<file path="config.mk">
export PLATFORM = sky130hd
export DESIGN_NAME = mux4_rr_tx
export DESIGN_NICKNAME = d
export VERILOG_FILES = /design/src/rtl/mux4_rr_tx.sv
export SDC_FILE = /design/constraint.sdc
export NUM_CORES = 1
export LEC_CHECK = 0
export ABC_AREA = 0
export CORE_UTILIZATION = 44
export CTS_BUF_LIST = sky130_fd_sc_hd__clkbuf_16
export DETAILED_ROUTE_END_ITERATION = 16
export PLACE_DENSITY_LB_ADDON = 0.2
export SYNTH_ARGS = -nofsm -noshare
export SYNTH_HDL_FRONTEND = slang
export SYNTH_SLANG_ARGS = --single-unit
</file>
<file path="constraint.sdc">
create_clock -name clk -period 3.5 [get_ports clk]
set_clock_uncertainty 0.15 [all_clocks]
set_input_delay 0.35 -clock clk [delete_from_list [all_inputs] [get_ports clk]]
set_output_delay 0.35 -clock clk [all_outputs]
set_load 0.005 [all_outputs]
</file>
<file path="src/rtl/mux4_rr_tx.sv">
// mux4_rr_tx: four-channel round-robin merge onto one registered, channel-tagged output lane
//   clk       : rising-edge clock
//   rst       : synchronous active-high reset
//   in_data   : channel data, channel k at [k*WIDTH +: WIDTH]
//   in_valid  : per-channel valid
//   in_ready  : per-channel ready, combinational, one-hot or zero
//   out_data  : registered output word
//   out_sel   : registered channel id of out_data (feeds downstream demux sel)
//   out_valid : registered output valid
//   out_ready : downstream ready
//   xfer_cnt  : wrapping count of words accepted from the inputs
module mux4_rr_tx #(
    parameter int WIDTH = 8,
    parameter int CNT_W = 16
) (
    input  logic               clk,
    input  logic               rst,
    input  logic [4*WIDTH-1:0] in_data,
    input  logic [3:0]         in_valid,
    output logic [3:0]         in_ready,
    output logic [WIDTH-1:0]   out_data,
    output logic [1:0]         out_sel,
    output logic               out_valid,
    input  logic               out_ready,
    output logic [CNT_W-1:0]   xfer_cnt
);
    logic [1:0]       r_ptr;
    logic [WIDTH-1:0] r_data;
    logic [1:0]       r_sel;
    logic             r_valid;
    logic [CNT_W-1:0] r_cnt;
    logic             w_load;
    logic             w_found;
    logic [1:0]       w_gnt;
    logic [1:0]       w_idx;

    // Register accepts a new word when empty or draining this cycle, so drain and refill overlap
    assign w_load = !r_valid || out_ready;

    always_comb begin
        w_found = 1'b0;
        w_gnt   = 2'd0;
        w_idx   = 2'd0;
        for (int i = 0; i < 4; i++) begin
            w_idx = r_ptr + 2'(i);
            if (!w_found && in_valid[w_idx]) begin
                w_found = 1'b1;
                w_gnt   = w_idx;
            end
        end
        if (rst || !w_load)
            w_found = 1'b0;
        in_ready = w_found ? (4'b0001 << w_gnt) : 4'b0000;
    end

    always_ff @(posedge clk) begin
        if (rst) begin
            r_ptr   <= '0;
            r_data  <= '0;
            r_sel   <= '0;
            r_valid <= 1'b0;
            r_cnt   <= '0;
        end else if (w_found) begin
            r_data  <= in_data[w_gnt*WIDTH +: WIDTH];
            r_sel   <= w_gnt;
            r_valid <= 1'b1;
            r_ptr   <= w_gnt + 2'd1;
            r_cnt   <= r_cnt + 1'b1;
        end else if (r_valid && out_ready) begin
            r_valid <= 1'b0;
        end
    end

    assign out_data  = r_data;
    assign out_sel   = r_sel;
    assign out_valid = r_valid;
    assign xfer_cnt  = r_cnt;
endmodule

</file>
==> flow_summary.json, run 1 <==
{
  "ctsResizeCount": 0,
  "crit_chain": "clkdlybuf4s50_1, nor4_2, nor3_2, nand2_1, nor2_1, clkdlybuf4s50_1",
  "critPathMaxFanout": 8,
  "drtPass1Iterations": 4,
  "die_area_um2": 3671,
  "nets": 283,
  "critPathSlowestCell": "nor4_2",
  "grt_pass1_wl_um": 5892,
  "reg2reg_slack_ns": 1.53,
  "rr_worst_depth": 5,
  "grt_usage": 0.2221,
  "p_int_uw": 740.2,
  "die_h_um": 60.59,
  "grt_overflow": 0,
  "io_buffers": 69,
  "relSlewSlack": 0.5532,
  "core_um2": 3153,
  "worst-path-stages": 6,
  "finalWeightedCongestion": 0.8419,
  "cts.clk_slew.worst_paths_ns": 0.05,
  "hold_class": "register to register",
  "place_ws_ns": 0.7245,
  "routedWlPerCell_um": 13.61,
  "die_w_um": 60.59,
  "p_total_uw": 984.8,
  "syn_inst": 172,
  "cts_made_buffers": 5,
  "grt_max_degree": 20,
  "cp_data_required_time_ns": 3.00,
  "rsz0062_at_grt": "false",
  "initial_core_util": 0.4790,
  "synth_edf_count": 0,
  "worstSkewPairLatency_ns": 0.27,
  "yosys-top-cells-area": "dfxtp_1, mux2i_1, nand3_1, nor2_1, o221ai_1",
  "vdd_drop_max_mv": 0.3029,
  "critPathCaptureType": "output pin",
  "startpoint": "in_valid[0]",
  "finalCriticalPeriod_ns": 2.793,
  "slowest_delay_ns": 0.61,
  "pwr-share-seq": 0.384,
  "syn_area_um2": 1510,
  "htreeDepth": 2,
  "cts_sinks": 29,
  "holdWs_ns": 0.3051,
  "antenna_found_initial": 0,
  "p_sw_uw": 244.6,
  "startpoint_type": "input port",
  "clock_path_buffers": 2,
  "row_count": 20,
  "placed_cell_area_um2": 2241,
  "critical_path_class": "input port to output pin",
  "comb_power_share": 0.224,
  "async_flop_share": 0,
  "drive_gt1_frac": 0.04938,
  "post_cts_buffers": 0,
  "r2r_start": "out_valid$_SDFFE_PP0P_",
  "ant_nets": 0,
  "ys_types": 35,
  "finalHoldViolCount": 0,
  "fmaxAchievable_mhz": 358.0,
  "yosysTopAreaCell": "dfxtp_1",
  "worstPathArrival_ns": 2.29,
  "drv_slew": 0,
  "setup_violations": 0,
  "synth_top_area_share": 0.3844,
  "setup_ws_ns": 0.7069,
  "clock_power_share": 0.392,
  "syn_avg_cell_area_um2": 8.780,
  "period_share": 0.7980,
  "crit_path_frequent_cell": "clkdlybuf4s50_1",
  "grt_pass1_vias": 1309,
  "cts_root_buffer": "clkbuf_16",
  "cap_violations": 0,
  "ys_seq_area_frac": 0.3844,
  "vias_per_cell": 5.275,
  "io_pins": 70,
  "finalSetupTns_ns": 0,
  "fin_area_um2": 2374,
  "p_sw_frac": 0.2484,
  "synth_seq_cells": 29,
  "outcome": "finished, final reports clean",
  "cts_tree": "yes",
  "crit_family": "simple AND/OR/NAND/NOR gates",
  "vias": 1514,
  "drt_wl_total_um": 3906,
  "endpoint": "in_ready[0]",
  "drt_iter0_drc": 81,
  "rr_endpoint": "xfer_cnt[15]$_SDFFE_PP0P_",
  "area_growth_pct": 57.17,
  "syn_nets": 212,
  "path_buf_inv": 2,
  "diodes": 0,
  "drc_errors": 0,
  "ys_warn_count": 0,
  "ctsHoldBuffers": 0,
  "hpwl_um": 2833,
  "synth-main-ff-cell": "dfxtp_1",
  "tightest_slew_ns": 0.6641,
  "power_density_nw_per_um2": 414.9,
  "p_leak_nw": 0.8908
}
==> state kept, by name (all words and copies together) (netlist names) <==
register and count:
xfer_cnt 16, out_data 8, out_sel 2, r_ptr 2
out_valid 1
==> Yosys cell counts (all sizes together), types with 2 or more instances <==
master,instances
dfxtp,29
nor2,23
nand3,18
mux2i,16
nand2,14
o221ai,8
xor2,8
a21oi,6
xnor2,6
inv,5
nor4,5
buf,4
nand2b,4
nand4,4
clkbuf,3
or3,3
nor3,2
==> metrics by stage <==
| stage | instances | utilization |
|---|---|---|
| global placement | 280 | 0.7107 |
| floorplan | 172 | - |
| CTS | 287 | 0.7528 |
| finish | 287 | 0.7528 |
| detailed placement | 280 | 0.7107 |
| global route | 287 | 0.7528 |
==> placed cells by master, fill, tap and decap left out, types with 2 or more instances in the layout <==
cell type        Yosys  routed
xnor2_1              6       6
nand2b_1             4       4
dfxtp_1             29      29
nor4_1               3       3
mux2i_1             16      16
nand2_1             14      14
buf_4                2       2
nand3_1             18      18
nor4_2               2       2
nor2_1              23      23
a21oi_1              6       6
clkbuf_16            0       5
xor2_1               8       8
o221ai_1             8       8
or3_1                3       3
inv_1                5       6
nand4_1              4       4
clkdlybuf4s50_1      0      69
==> final cells by class <==
type,count,area [µm²]
multi-input combinational,131,880.8
fill,264,779.5
clock inverter,2,7.507
timing repair buffer,71,705.7
tap,44,55.05
clock buffer,5,125.1
inverter,5,18.77
sequential,29,580.6
==> worst min-delay path by stage <==
stage / startpoint / to / slack, ns / cells past startpoint
after detailed placement: out_sel[1]$_SDFFE_PP0P_ / out_sel[1]$_SDFFE_PP0P_ / 0.31 / 2
after CTS: out_sel[1]$_SDFFE_PP0P_ / out_sel[1]$_SDFFE_PP0P_ / 0.31 / 2
after global routing: out_sel[1]$_SDFFE_PP0P_ / out_sel[1]$_SDFFE_PP0P_ / 0.33 / 2
final: out_sel[1]$_SDFFE_PP0P_ / out_sel[1]$_SDFFE_PP0P_ / 0.31 / 2
after floorplan: out_sel[1]$_SDFFE_PP0P_ / out_sel[1]$_SDFFE_PP0P_ / 0.30 / 2
after global placement: out_sel[1]$_SDFFE_PP0P_ / out_sel[1]$_SDFFE_PP0P_ / 0.29 / 2
==> metal layers <==
| metal | share of wire | up-vias | track usage |
|---|---|---|---|
| met5 | 0 | - | 0 |
| met4 | 0.013 | 0 | 0.09416 |
| met3 | 0.074 | 6 | 0.07676 |
| met2 | 0.47 | 48 | 0.3328 |
| met1 | 0.45 | 701 | 0.2916 |
| li1 | - | 759 | - |
==> power by group through the flow <==
stage	logic [mW]	clock network [mW]	registers [mW]
2_1_floorplan	0.103	0	0.382
3_3_place_gp	0.219	0	0.382
3_5_place_dp	0.220	0	0.383
4_1_cts	0.222	0.393	0.377
5_1_grt	0.239	0.408	0.381
6_report	0.220	0.386	0.378
==> worst min-delay path: cells and delay by family (launching register included) <==
family | cells | cell delay, ns
compound gates | 1 | 0.05
simple gates | 1 | 0.05
flops | 1 | 0.30
==> kinds of logic after synthesis <==
family,synth area share
xor+xnor,0.08119
mux,0.1060
flops,0.3844
simple gates,0.2817
compound gates,0.09777
fa+ha+maj,0.008284
buf+inv,0.04059
Power figures use the tool's default switching activity.
==> inputs of run 2 (changes only) <==
Settings changed: CORE_UTILIZATION 44 to 41.
Clock period 3.5 ns to 2.8 ns, I/O delays scaled along.
==> flow_summary.json, run 2 (synthesis results as in run 1) <==
{
  "core_um2": 3442,
  "place_ws_ns": 0.2368,
  "drc_errors": 0,
  "vias": 1533,
  "setup_ws_ns": 0.2404,
  "grt_max_degree": 18,
  "routedWlPerCell_um": 13.11,
  "vdd_drop_max_mv": 0.4506,
  "grt_pass1_vias": 1476,
  "n_fill_cell": 284,
  "finalNonFillerCells": 294,
  "ctsResizeCount": 0,
  "reg2reg_slack_ns": 0.93,
  "grt_pass1_wl_um": 6582,
  "grt_overflow": 0,
  "hpwl_um": 2847,
  "rsz0062_at_grt": "false",
  "cts_made_buffers": 5,
  "die_h_um": 62.69,
  "ant_nets": 0,
  "final_cell_mix": "clkdlybuf4s50_1, dfxtp_1, nor2_1",
  "drtPass1Iterations": 5,
  "nets": 289,
  "power_density_nw_per_um2": 508.4,
  "fin_area_um2": 2419,
  "outcome": "finished, final reports clean",
  "worstPathArrival_ns": 2.13,
  "period_share": 0.9141,
  "critPathCaptureType": "output pin",
  "initial_core_util": 0.4387,
  "die_area_um2": 3930,
  "antenna_found_initial": 0,
  "ff_latch_area_um2": 580.6,
  "whs_path_depth": 2,
  "finalSetupTns_ns": 0,
  "hold_class": "register to register",
  "row_count": 21,
  "cts_sinks": 29,
  "finalCriticalPeriod_ns": 2.560,
  "diodes": 0,
  "holdWs_ns": 0.2996,
  "cts.clk_slew.worst_paths_ns": 0.04,
  "final_common_cell": "clkdlybuf4s50_1",
  "critical_path_class": "input port to output pin",
  "io_buffers": 69,
  "fmaxAchievable_mhz": 390.7,
  "cts_tree": "yes",
  "grt_usage": 0.2103,
  "worstSkewPairLatency_ns": 0.27,
  "tightest_slew_ns": 0.5727,
  "die_w_um": 62.69,
  "critPathMaxFanout": 5,
  "htreeDepth": 2,
  "drv_slew": 0,
  "cts_root_buffer": "clkbuf_16",
  "dpl.cell_count": 288,
  "multi_input_area_um2": 880.8,
  "cap_violations": 0,
  "largest_reg_flops": 16,
  "finalHoldViolCount": 0,
  "drt_iter0_drc": 99,
  "io_pins": 70,
  "setup_violations": 0,
  "startpoint_type": "input port",
  "vias_per_cell": 5.214,
  "post_cts_buffers": 0,
  "ctsHoldBuffers": 0,
  "finalWeightedCongestion": 0.7771,
  "relSlewSlack": 0.6150,
  "rr_worst_depth": 6,
  "p_leak_nw": 0.9179,
  "clock_path_buffers": 2,
  "placed_cell_area_um2": 2288,
  "area_growth_pct": 60.15,
  "cp_data_required_time_ns": 2.37,
  "drive_gt1_frac": 0.07661,
  "drt_wl_total_um": 3853
}
-- run 2: cell count changes in the layout (fill, tap and decap cells not counted) --
cell / delta
clkinv_2: +1
clkinv_1: -1
buf_4: +6
inv_1: -1
-- run 2: power breakdown --
part / switching (mW) / internal, mW / leakage, nW
logic: 0.112 / 0.168 / 0.615
clock network: 0.163 / 0.315 / 0.0655
registers: 0.0247 / 0.447 / 0.237
total: 0.300 / 0.930 / 0.918
-- run 2: layout make-up --
type | count | area share
sequential | 29 | 0.2400
inverter | 5 | 0.007760
tap | 46 | 0.02380
clock buffer | 5 | 0.05173
clock inverter | 1 | 0.002069
timing repair buffer | 77 | 0.3104
multi-input combinational | 131 | 0.3642
-- run 2: metal layers --
metal  vias to the layer above  global-route usage  part of all wire
met4                         0             0.06105            0.0070
li1                        768                   -                 -
met1                       715              0.2738              0.46
met3                         4             0.06934             0.056
met2                        46              0.3288              0.47
met5                         -                   0                 0
-- run 2: through the flow --
stage | total power, mW | util
global route | 1.293 | 0.7027
global placement | 0.7573 | 0.6648
floorplan | 0.6059 | -
finish | 1.230 | 0.7027
CTS | 1.240 | 0.7027
detailed placement | 0.7596 | 0.6648
-- run 2: worst max-delay path: stages --
cell and delay [ns]:
clkdlybuf4s50_1 0.48, nand2b_1 0.17, a21oi_1 0.30, a221o_1 0.20, nand2_1 0.10, nor2_1 0.09
clkdlybuf4s50_1 0.50
-- run 2: worst paths after layout --
path	start	to
max	in_valid[1]	in_ready[2]
min	out_sel[1]$_SDFFE_PP0P_	out_sel[1]$_SDFFE_PP0P_
max reg2reg	xfer_cnt[0]$_SDFFE_PP0P_	xfer_cnt[12]$_SDFFE_PP0P_
min reg2reg	out_sel[1]$_SDFFE_PP0P_	out_sel[1]$_SDFFE_PP0P_
==> inputs of run 3 (changes only) <==
Settings changed: MAX_ROUTING_LAYER from default to met4.
==> flow_summary.json, run 3 (synthesis results as in run 1) <==
{
  "period_share": 0.9141,
  "drt_iter0_drc": 99,
  "antenna_found_initial": 0,
  "critical_path_class": "input port to output pin",
  "p_int_uw": 929.7,
  "vias_per_cell": 5.218,
  "pwr-share-seq": 0.384,
  "post_cts_buffers": 0,
  "worstSkewPairLatency_ns": 0.27,
  "rr_worst_depth": 6,
  "finalWeightedCongestion": 0.7877,
  "min_to": "out_sel[1]$_SDFFE_PP0P_",
  "die_w_um": 62.69,
  "min-delay-start": "out_sel[1]$_SDFFE_PP0P_",
  "nets": 289,
  "cp_data_required_time_ns": 2.37,
  "slowest_delay_ns": 0.50,
  "cap_violations": 0,
  "path_buf_inv": 2,
  "largest_reg_flops": 16,
  "grt_usage": 0.2152,
  "p_sw_frac": 0.2434,
  "diodes": 0,
  "ant_nets": 0,
  "r2r_start": "xfer_cnt[0]$_SDFFE_PP0P_",
  "worstPathArrival_ns": 2.13,
  "drive_gt1_frac": 0.07661,
  "crit_family": "buffers and inverters",
  "critPathMaxFanout": 5,
  "reg2reg_slack_ns": 0.93,
  "drt_wl_total_um": 3847,
  "die_area_um2": 3930,
  "finalCriticalPeriod_ns": 2.560,
  "hold_class": "register to register",
  "final_common_cell": "clkdlybuf4s50_1",
  "grt_overflow": 0,
  "p_sw_uw": 299.0,
  "clock_power_share": 0.388,
  "tightest_slew_ns": 0.5726,
  "rr_endpoint": "xfer_cnt[12]$_SDFFE_PP0P_",
  "crit_path_frequent_cell": "clkdlybuf4s50_1",
  "fmaxAchievable_mhz": 390.7,
  "cts.clk_slew.worst_paths_ns": 0.04,
  "grt_max_degree": 18,
  "area_growth_pct": 60.15,
  "io_buffers": 69,
  "critPathCaptureType": "output pin",
  "row_count": 21,
  "outcome": "finished, final reports clean",
  "clock_path_buffers": 2,
  "hpwl_um": 2847,
  "setup_violations": 0,
  "die_h_um": 62.69,
  "routedWlPerCell_um": 13.09,
  "relSlewSlack": 0.6151,
  "initial_core_util": 0.4387,
  "final_util": 0.7027,
  "grt_pass1_wl_um": 6575,
  "whs_path_depth": 2,
  "n_fill_cell": 284,
  "cts_made_buffers": 5,
  "p_leak_nw": 0.9179,
  "vias": 1534,
  "cts_sinks": 29,
  "io_pins": 70,
  "grt_pass1_vias": 1474,
  "core_um2": 3442,
  "drv_slew": 0,
  "rsz0062_at_grt": "false",
  "htreeDepth": 2,
  "vdd_drop_max_mv": 0.4496,
  "critPathSlowestCell": "clkdlybuf4s50_1",
  "crit_chain": "clkdlybuf4s50_1, nand2b_1, a21oi_1, a221o_1, nand2_1, nor2_1, clkdlybuf4s50_1",
  "comb_power_share": 0.228,
  "power_density_nw_per_um2": 508.1,
  "final_cell_mix": "clkdlybuf4s50_1, dfxtp_1, nor2_1",
  "ctsResizeCount": 0,
  "cts_root_buffer": "clkbuf_16",
  "finalHoldViolCount": 0,
  "drc_errors": 0,
  "cts_tree": "yes",
  "startpoint_type": "input port",
  "ctsHoldBuffers": 0,
  "finalSetupTns_ns": 0,
  "drtPass1Iterations": 5
}
-- run 3: through the flow --
| stage | setup WS [ns] | cells | power [mW] | instance area [µm²] | hold WS, ns |
|---|---|---|---|---|---|
| 6_report | 0.2404 | 294 | 1.229 | 2419 | 0.2998 |
| 5_1_grt | 0.1036 | 294 | 1.291 | 2419 | 0.3223 |
| 4_1_cts | 0.2306 | 294 | 1.240 | 2419 | 0.3016 |
| 3_5_place_dp | 0.2368 | 288 | 0.7596 | 2288 | 0.2957 |
| 3_3_place_gp | 0.2732 | 288 | 0.7573 | 2288 | 0.2913 |
| 2_1_floorplan | 1.076 | 172 | 0.6059 | 1510 | 0.3027 |
-- run 3: power by group through the flow --
stage          Combinational, mW  Clock, mW  Sequential (mW)
6_report                   0.280      0.477            0.471
5_1_grt                    0.307      0.508            0.476
4_1_cts                    0.283      0.486            0.471
3_3_place_gp               0.279          0            0.478
3_5_place_dp               0.281          0            0.479
2_1_floorplan              0.129          0            0.477
-- run 3: area by class of cell --
cell class / instances / area [µm²] / share of cell area
sequential: 29 / 580.6 / 0.2400
inverter: 5 / 18.77 / 0.007760
multi-input combinational: 131 / 880.8 / 0.3642
clock buffer: 5 / 125.1 / 0.05173
clock inverter: 1 / 5.005 / 0.002069
tap: 46 / 57.56 / 0.02380
timing repair buffer: 77 / 750.7 / 0.3104
-- run 3: worst max-delay path by stage --
stage,from,endpoint,slack [ns],depth (start not counted)
2_1_floorplan,r_ptr[0]$_SDFFE_PP0P_,in_ready[1],1.08,7
3_3_place_gp,in_valid[1],in_ready[2],0.27,7
3_5_place_dp,in_valid[1],in_ready[2],0.24,7
4_1_cts,in_valid[1],in_ready[2],0.23,7
5_1_grt,in_valid[1],in_ready[0],0.10,7
6_report,in_valid[1],in_ready[2],0.24,7
-- run 3: worst reg2reg max path, delay by kind of cell, from the launching register on --
| kind | cells | cell delay, ns |
|---|---|---|
| simple gates | 4 | 0.79 |
| flops | 1 | 0.43 |
| fa+ha+maj | 1 | 0.23 |
| xor+xnor | 1 | 0.17 |
-- run 3: layer usage --
| layer | vias up | wire (µm) | global-route usage |
|---|---|---|---|
| li1 | 768 | - | - |
| met1 | 717 | 1796 | 0.2761 |
| met2 | 47 | 1835 | 0.3288 |
| met3 | 2 | 207 | 0.06569 |
| met4 | 0 | 8 | 0.05233 |
| met5 | - | 0 | - |
